$ cat src/rtl/lsu_pkg.sv
// Shared definitions for the load/store unit: funct3 codes, FSM state encoding
// and access-size byte masks.
package lsu_pkg;

    localparam logic [2:0] F3_B  = 3'b000;
    localparam logic [2:0] F3_H  = 3'b001;
    localparam logic [2:0] F3_W  = 3'b010;
    localparam logic [2:0] F3_D  = 3'b011;
    localparam logic [2:0] F3_BU = 3'b100;
    localparam logic [2:0] F3_HU = 3'b101;
    localparam logic [2:0] F3_WU = 3'b110;

    localparam logic [7:0] MASK_B = 8'h01;
    localparam logic [7:0] MASK_H = 8'h03;
    localparam logic [7:0] MASK_W = 8'h0F;
    localparam logic [7:0] MASK_D = 8'hFF;

    typedef enum logic [1:0] {
        S_IDLE = 2'd0,
        S_REQ  = 2'd1,
        S_RESP = 2'd2
    } lsu_state_t;

    // funct3[1:0] encodes log2 of the access size in bytes
    function automatic logic [7:0] size_mask(input logic [1:0] size);
        case (size)
            2'd0:    size_mask = MASK_B;
            2'd1:    size_mask = MASK_H;
            2'd2:    size_mask = MASK_W;
            default: size_mask = MASK_D;
        endcase
    endfunction

endpackage

$ cat src/rtl/lsu_if.sv
// Data-memory request/acknowledge bus between the load/store unit (master)
// and the memory (slave).
interface lsu_if #(
    parameter int XLEN   = 32,
    parameter int ADDR_W = 32
) ();
    logic                mem_req;
    logic                mem_we;
    logic [ADDR_W-1:0]   mem_addr;
    logic [XLEN/8-1:0]   mem_be;
    logic [XLEN-1:0]     mem_wdata;
    logic [XLEN-1:0]     mem_rdata;
    logic                mem_ack;

    modport master (
        output mem_req, mem_we, mem_addr, mem_be, mem_wdata,
        input  mem_rdata, mem_ack
    );

    modport slave (
        input  mem_req, mem_we, mem_addr, mem_be, mem_wdata,
        output mem_rdata, mem_ack
    );
endinterface

$ cat src/rtl/lsu_align.sv
// Combinational lane logic: legality, alignment, byte enables, store-data
// replication and load formatting. MISALIGN_TRAP_EN makes misalignment visible.
module lsu_align
    import lsu_pkg::*;
#(
    parameter  int XLEN  = 32,
    localparam int LANES = XLEN / 8,
    localparam int OFF_W = $clog2(LANES)
) (
    input  logic             is_store,
    input  logic [2:0]       funct3,
    input  logic [OFF_W-1:0] offset,
    input  logic [XLEN-1:0]  wdata,
    input  logic [XLEN-1:0]  mem_rdata,
    output logic [LANES-1:0] be,
    output logic [XLEN-1:0]  wdata_lane,
    output logic [XLEN-1:0]  load_data,
    output logic             legal,
    output logic             aligned
);
    logic [1:0]       size;
    logic [OFF_W-1:0] amask;
    logic [OFF_W-1:0] off_al;
    logic [XLEN-1:0]  shifted;

    assign size = funct3[1:0];

    always_comb begin
        case (size)
            2'd0:    amask = '0;
            2'd1:    amask = OFF_W'(1);
            2'd2:    amask = OFF_W'(3);
            default: amask = OFF_W'(7);
        endcase
    end

    // Offset rounded down to the access size; identical to offset when aligned
    assign off_al = offset & ~amask;

`ifdef MISALIGN_TRAP_EN
    assign aligned = ((offset & amask) == '0);
`else
    assign aligned = 1'b1;
`endif

    always_comb begin
        case (funct3)
            F3_B, F3_H, F3_W: legal = 1'b1;
            F3_BU, F3_HU:     legal = !is_store;
            F3_D:             legal = (XLEN == 64);
            F3_WU:            legal = (XLEN == 64) && !is_store;
            default:          legal = 1'b0;
        endcase
    end

    assign be = LANES'(size_mask(size)) << off_al;

    always_comb begin
        case (size)
            2'd0:    wdata_lane = {LANES{wdata[7:0]}};
            2'd1:    wdata_lane = {(LANES/2){wdata[15:0]}};
            2'd2:    wdata_lane = {(LANES/4){wdata[31:0]}};
            default: wdata_lane = wdata;
        endcase
    end

    assign shifted = mem_rdata >> {off_al, 3'b000};

    always_comb begin
        case (size)
            2'd0:    load_data = funct3[2] ? XLEN'(shifted[7:0])  : XLEN'($signed(shifted[7:0]));
            2'd1:    load_data = funct3[2] ? XLEN'(shifted[15:0]) : XLEN'($signed(shifted[15:0]));
            2'd2:    load_data = funct3[2] ? XLEN'(shifted[31:0]) : XLEN'($signed(shifted[31:0]));
            default: load_data = shifted;
        endcase
    end

endmodule

$ cat src/rtl/load_store_unit.sv
// Multi-cycle load/store engine: IDLE -> REQ -> RESP handshake with timeout.
// Misaligned accesses trap when MISALIGN_TRAP_EN is defined (see lsu_align).
module load_store_unit
    import lsu_pkg::*;
#(
    parameter int XLEN    = 32,
    parameter int ADDR_W  = 32,
    parameter int TIMEOUT = 16
) (
    input  logic              clk,
    input  logic              rst,
    input  logic              start,
    input  logic              is_store,
    input  logic [2:0]        funct3,
    input  logic [ADDR_W-1:0] addr,
    input  logic [XLEN-1:0]   wdata,
    output logic              busy,
    output logic              done,
    output logic              err,
    output logic [XLEN-1:0]   rdata,
    lsu_if.master             mem
);
    localparam int LANES = XLEN / 8;
    localparam int OFF_W = $clog2(LANES);
    localparam int CNT_W = $clog2(TIMEOUT + 1);

    lsu_state_t        state_reg;
    logic              store_reg;
    logic [2:0]        f3_reg;
    logic [OFF_W-1:0]  off_reg;
    logic [CNT_W-1:0]  cnt_reg;
    logic              mem_req_reg, mem_we_reg, done_reg, err_reg;
    logic [ADDR_W-1:0] mem_addr_reg;
    logic [LANES-1:0]  mem_be_reg;
    logic [XLEN-1:0]   mem_wdata_reg, rdata_reg;

    logic              idle;
    logic              al_store, al_legal, al_aligned;
    logic [2:0]        al_f3;
    logic [OFF_W-1:0]  al_off;
    logic [LANES-1:0]  al_be;
    logic [XLEN-1:0]   al_wdata, al_load;

    assign idle = (state_reg == S_IDLE);

    // In IDLE the aligner looks at the incoming request; afterwards at the latched one
    assign al_store = idle ? is_store : store_reg;
    assign al_f3    = idle ? funct3 : f3_reg;
    assign al_off   = idle ? addr[OFF_W-1:0] : off_reg;

    lsu_align #(.XLEN(XLEN)) u_align (
        .is_store   (al_store),
        .funct3     (al_f3),
        .offset     (al_off),
        .wdata      (wdata),
        .mem_rdata  (mem.mem_rdata),
        .be         (al_be),
        .wdata_lane (al_wdata),
        .load_data  (al_load),
        .legal      (al_legal),
        .aligned    (al_aligned)
    );

    always_ff @(posedge clk or posedge rst) begin
        if (rst) begin
            state_reg     <= S_IDLE;
            store_reg     <= 1'b0;
            f3_reg        <= '0;
            off_reg       <= '0;
            cnt_reg       <= '0;
            mem_req_reg   <= 1'b0;
            mem_we_reg    <= 1'b0;
            mem_addr_reg  <= '0;
            mem_be_reg    <= '0;
            mem_wdata_reg <= '0;
            rdata_reg     <= '0;
            done_reg      <= 1'b0;
            err_reg       <= 1'b0;
        end else begin
            done_reg <= 1'b0;
            err_reg  <= 1'b0;
            case (state_reg)
                S_IDLE: begin
                    if (start) begin
                        store_reg <= is_store;
                        f3_reg    <= funct3;
                        off_reg   <= addr[OFF_W-1:0];
                        if (!al_legal || !al_aligned) begin
                            state_reg <= S_RESP;
                            done_reg  <= 1'b1;
                            err_reg   <= 1'b1;
                            rdata_reg <= '0;
                        end else begin
                            state_reg     <= S_REQ;
                            mem_req_reg   <= 1'b1;
                            mem_we_reg    <= is_store;
                            mem_addr_reg  <= {addr[ADDR_W-1:OFF_W], {OFF_W{1'b0}}};
                            mem_be_reg    <= al_be;
                            mem_wdata_reg <= al_wdata;
                        end
                    end
                end
                S_REQ: begin
                    if (mem.mem_ack) begin
                        state_reg   <= S_RESP;
                        mem_req_reg <= 1'b0;
                        cnt_reg     <= '0;
                        done_reg    <= 1'b1;
                        if (!store_reg) rdata_reg <= al_load;
                    end else if (cnt_reg == CNT_W'(TIMEOUT - 1)) begin
                        state_reg   <= S_RESP;
                        mem_req_reg <= 1'b0;
                        cnt_reg     <= '0;
                        done_reg    <= 1'b1;
                        err_reg     <= 1'b1;
                        rdata_reg   <= '0;
                    end else begin
                        cnt_reg <= cnt_reg + 1'b1;
                    end
                end
                S_RESP:  state_reg <= S_IDLE;
                default: state_reg <= S_IDLE;
            endcase
        end
    end

    assign busy          = !idle;
    assign done          = done_reg;
    assign err           = err_reg;
    assign rdata         = rdata_reg;
    assign mem.mem_req   = mem_req_reg;
    assign mem.mem_we    = mem_we_reg;
    assign mem.mem_addr  = mem_addr_reg;
    assign mem.mem_be    = mem_be_reg;
    assign mem.mem_wdata = mem_wdata_reg;

endmodule

$ cat src/flat_wrapper.sv
// flat-port wrapper written by rule: the top's interface ports become plain ports
module load_store_unit_flat import lsu_pkg::*;
#(
    parameter int XLEN    = 32,
    parameter int ADDR_W  = 32,
    parameter int TIMEOUT = 16
)
  (clk, rst, start, is_store, funct3, addr, wdata, busy, done, err, rdata, mem_mem_req, mem_mem_we, mem_mem_addr, mem_mem_be, mem_mem_wdata, mem_mem_rdata, mem_mem_ack);
  lsu_if #(.XLEN(XLEN), .ADDR_W(ADDR_W)) mem_i ();
  input  logic clk;
  input  logic rst;
  input  logic start;
  input  logic is_store;
  input  logic [2:0] funct3;
  input  logic [ADDR_W-1:0] addr;
  input  logic [XLEN-1:0] wdata;
  output logic busy;
  output logic done;
  output logic err;
  output logic [XLEN-1:0] rdata;
  output wire logic [$bits(mem_i.mem_req)-1:0] mem_mem_req;
  output wire logic [$bits(mem_i.mem_we)-1:0] mem_mem_we;
  output wire logic [$bits(mem_i.mem_addr)-1:0] mem_mem_addr;
  output wire logic [$bits(mem_i.mem_be)-1:0] mem_mem_be;
  output wire logic [$bits(mem_i.mem_wdata)-1:0] mem_mem_wdata;
  input wire logic [$bits(mem_i.mem_rdata)-1:0] mem_mem_rdata;
  input wire logic [$bits(mem_i.mem_ack)-1:0] mem_mem_ack;
  assign mem_mem_req = mem_i.mem_req;
  assign mem_mem_we = mem_i.mem_we;
  assign mem_mem_addr = mem_i.mem_addr;
  assign mem_mem_be = mem_i.mem_be;
  assign mem_mem_wdata = mem_i.mem_wdata;
  assign mem_i.mem_rdata = mem_mem_rdata;
  assign mem_i.mem_ack = mem_mem_ack;
  load_store_unit #(.XLEN(XLEN), .ADDR_W(ADDR_W), .TIMEOUT(TIMEOUT)) u_core (.clk(clk), .rst(rst), .start(start), .is_store(is_store), .funct3(funct3), .addr(addr), .wdata(wdata), .busy(busy), .done(done), .err(err), .rdata(rdata), .mem(mem_i));
endmodule
$ cat config.mk
export PLATFORM = sky130hd
export DESIGN_NAME = load_store_unit_flat
export DESIGN_NICKNAME = d
export VERILOG_FILES = /design/src/rtl/lsu_pkg.sv /design/src/rtl/lsu_if.sv /design/src/rtl/lsu_align.sv /design/src/rtl/load_store_unit.sv /design/src/flat_wrapper.sv
export SDC_FILE = /design/constraint.sdc
export NUM_CORES = 1
export LEC_CHECK = 0
export ABC_AREA = 1
export ABC_CLOCK_PERIOD_IN_PS = 5600
export BUFFER_PORTS_ARGS = -buffer_cell sky130_fd_sc_hd__buf_2
export CAP_MARGIN = 20
export CELL_PAD_IN_SITES_DETAIL_PLACEMENT = 1
export CELL_PAD_IN_SITES_GLOBAL_PLACEMENT = 2
export CORE_ASPECT_RATIO = 0.5
export CORE_MARGIN = 4
export CORE_UTILIZATION = 29
export DETAILED_ROUTE_END_ITERATION = 8
export GPL_ROUTABILITY_DRIVEN = 0
export GPL_TIMING_DRIVEN = 0
export PLACE_DENSITY_LB_ADDON = 0.1
export SYNTH_ARGS = -nofsm -noshare
export SYNTH_HDL_FRONTEND = slang
export SYNTH_HIERARCHICAL = 1
export SYNTH_SLANG_ARGS = --single-unit
$ cat constraint.sdc
create_clock -name clk -period 5.6 [get_ports clk]
set_input_delay 0.84 -clock clk [delete_from_list [all_inputs] [get_ports clk]]
set_output_delay 0.84 -clock clk [all_outputs]
set_load 0.005 [all_outputs]
==> reports/metrics.cfg <==
[run_status]
status = completed

[floorplan]
die_height_microns = 109.3
die-area_sq_um = 23000
initial_core_util_pct = 30.07
core_sq_um = 19770
row_count = 36
die_w_microns = 210.5
io_pins = 209

[route]
drtPass1Iterations = 4
initialDrtViolationCount = 241
drc = 0
wl_microns = 21830
wl_per_cell_microns = 16.97
ant_nets = 0
vias = 5849
vias_per_cell = 4.548

[setup_path]
rrSetupSlack_ps = 2510
r2r-end = u_core/mem.mem_addr[6]
worstSetupPathType = flip-flop to flip-flop
path_buf_inv = 4
crit_chain = nor2_2 > buf_2 > nand2_1 > o21ai_0 > buf_6 > clkbuf_1 > o21ai_0 > nand4_2 > clkbuf_1 > o21ai_0
cp_max_fo = 10
worst_ep_arrival_time_ps = 3360
r2r_start = u_core/state_reg[0]
worst_path_largest_cell_delay_ps = 460
worst_setup_path_end_kind = flip-flop
worstPathRequired_ps = 5870
start_kind = flip-flop
crit_top_cell = o21ai_0
cp_top_family = buffers and inverters
critPathSlowestCell = clkbuf_1
worstRegToRegCells = 10

[timing]
worst-slew-pin-transition_ps = 822.6
fin_ws_ps = 2512
slew_headroom_pct = 44.58
post-route-min-period_ps = 3088
fin_worst_skew_ps = 7.121
fmax_mhz = 323.8
grt_setup_unrepaired = no
hold_viol = 0
report.final.setup_viol = 0
fin_crit_sh_pct = 55.14
maxSlewViolCount = 0
fin_setup_tns_ps = 0

[power]
leakage_nw = 4.657
pwr-share-clk_pct = 24.6
power_switching_w = 0.002056
p_per_area_nw_per_um2 = 603.5
p_int_w = 0.002754
ir_worst_vdd_uv = 187.4
p_comb_share_pct = 47.1
switching_share_pct = 42.74
seq_power_share_pct = 28.3

[yosys]
ys_types = 33
yosys_warnings = 6
syn_area_per_cell_sq_um = 7.624
synth_cells = 780
ys_seq_area_share_pct = 48.39
ys_ff_latch = 115
syn_area_sq_um = 5947

[global_routing]
grt_first_pass_wirelength_microns = 34570
globalRouteTotalUtil_pct = 19.44
antenna_found_initial = 1
first_global_vias = 6311
grt_max_degree = 91
grt_remaining_overflow = 0

[place]
io_buffer_count = 206
pre_cts_ws_ps = 2328
hpwl_microns = 16750
placed_cell_area_sq_um = 7347

[run]
max-cap-violations = 0

[clock_network]
cts_hold_buf = 0
path_clk_slew_ps = 60
cts_buffer_depth = 2
postCtsSetupRepairBufs = 0
clkLatencyLatePin_ps = 430
cts_sinks = 115
cts_root_buffer = clkbuf_16
cts_tree = done
cts-buffers-inserted = 17
htree_num_levels = 4
cts-resized-gates = 0

[final_layout]
final_layout_size_suffix_gt1_share_pct = 28.75
syn2layout_area_growth_pct = 34.04
final_common_cell = nand2_1
layout_common_cells = nand2_1, buf_2, dfrtp_1, inv_1, nand3_1
final_cell_area_sq_um = 7971
num-fill-cells = 2478
nets = 1112

[min_path]
hp-class = primary input to async pin

Yosys cell counts, drive strengths merged:
cell type | instances | share of area (%)
nand2 | 254 | 16
dfrtp | 115 | 48
inv | 111 | 7.0
o21ai | 103 | 8.7
nand3 | 74 | 6.7
buf | 34 | 4.5
nor2 | 26 | 2.2
clkbuf | 19 | 1.2
o211ai | 15 | 1.9
o22ai | 8 | 0.84
a21oi | 7 | 0.59
nand4 | 3 | 0.53
conb | 2 | 0.13
or2 | 2 | 0.21
a31oi | 1 | 0.11
and2 | 1 | 0.11
clkinv | 1 | 0.063
ha | 1 | 0.21
nor3 | 1 | 0.084
o21bai | 1 | 0.13
xor2 | 1 | 0.15
how the worst max path moves through the flow:
stage	from	slack (ps)	cells past startpoint	end
floorplan	rst	1720	1	u_core/cnt_reg[0]
global placement	rst	30	2	u_core/rdata[4]
detailed placement	funct3[1]	2330	9	u_core/mem.mem_wdata[17]
CTS	u_core/state_reg[0]	2430	10	u_core/mem.mem_wdata[17]
global route	u_core/state_reg[0]	2120	10	u_core/mem.mem_wdata[17]
finish	u_core/state_reg[0]	2510	10	u_core/mem.mem_addr[6]
worst reg2reg max path, cell delays in order (launching register included):
cell and delay, ps:
dfrtp_1 410, nor2_2 180, buf_2 230, nand2_1 70, o21ai_0 110, buf_6 190
clkbuf_1 460, o21ai_0 320, nand4_2 330, clkbuf_1 440, o21ai_0 190
metrics by stage:
| stage | utilization (%) | total power [W] | instances | hold slack, ps |
|---|---|---|---|---|
| finish | 40.31 | 0.004810 | 1286 | 369.1 |
| global route | 40.30 | 0.005270 | 1285 | 363.0 |
| CTS | 40.30 | 0.004900 | 1285 | 356.5 |
| detailed placement | 37.16 | 0.003673 | 1254 | 445.6 |
| global placement | 36.99 | 0.003617 | 1253 | 434.4 |
| floorplan | - | 0.002739 | 781 | 425.4 |
routing by layer:
layer  wire [microns]  global-route usage (%)
met1            10480                   26.30
met2            10200                   31.58
met3              959                   5.059
met4              186                   4.485
met5                7                       0
final cells by class:
class | count | area [sq um] | area share [%]
buffer | 53 | 337.8 | 4.238
antenna | 1 | 2.502 | 0.03139
tap | 266 | 332.8 | 4.175
multi-input combinational | 501 | 2315 | 29.04
clock inverter | 12 | 178.9 | 2.245
clock buffer | 19 | 442.9 | 5.556
timing repair buffer | 207 | 1059 | 13.28
inverter | 112 | 425.4 | 5.337
sequential | 115 | 2878 | 36.10
cell families (layout without fill, tap and decap cells):
group                    count (synthesis)  in the layout  share of synthesized area [%]
AO/OA/AOI/OAI                          135            135                          12.22
XOR/XNOR                                 1              1                         0.1473
adder cells (fa/ha/maj)                  1              1                         0.2104
buffers and inverters                  165            403                          12.75
flip-flops                             115            115                          48.39
other                                    2              4                         0.1263
AND/OR/NAND/NOR                        361            361                          26.15
power groups by stage:
stage | clock network [W] | logic [W] | registers [W]
after floorplan | 0 | 0.00135 | 0.00139
after global placement | 0 | 0.00226 | 0.00136
after detailed placement | 0 | 0.00230 | 0.00138
after CTS | 0.00122 | 0.00231 | 0.00137
after global routing | 0.00126 | 0.00260 | 0.00141
final | 0.00118 | 0.00227 | 0.00136
No activity file was read; power rests on OpenSTA's default activity.
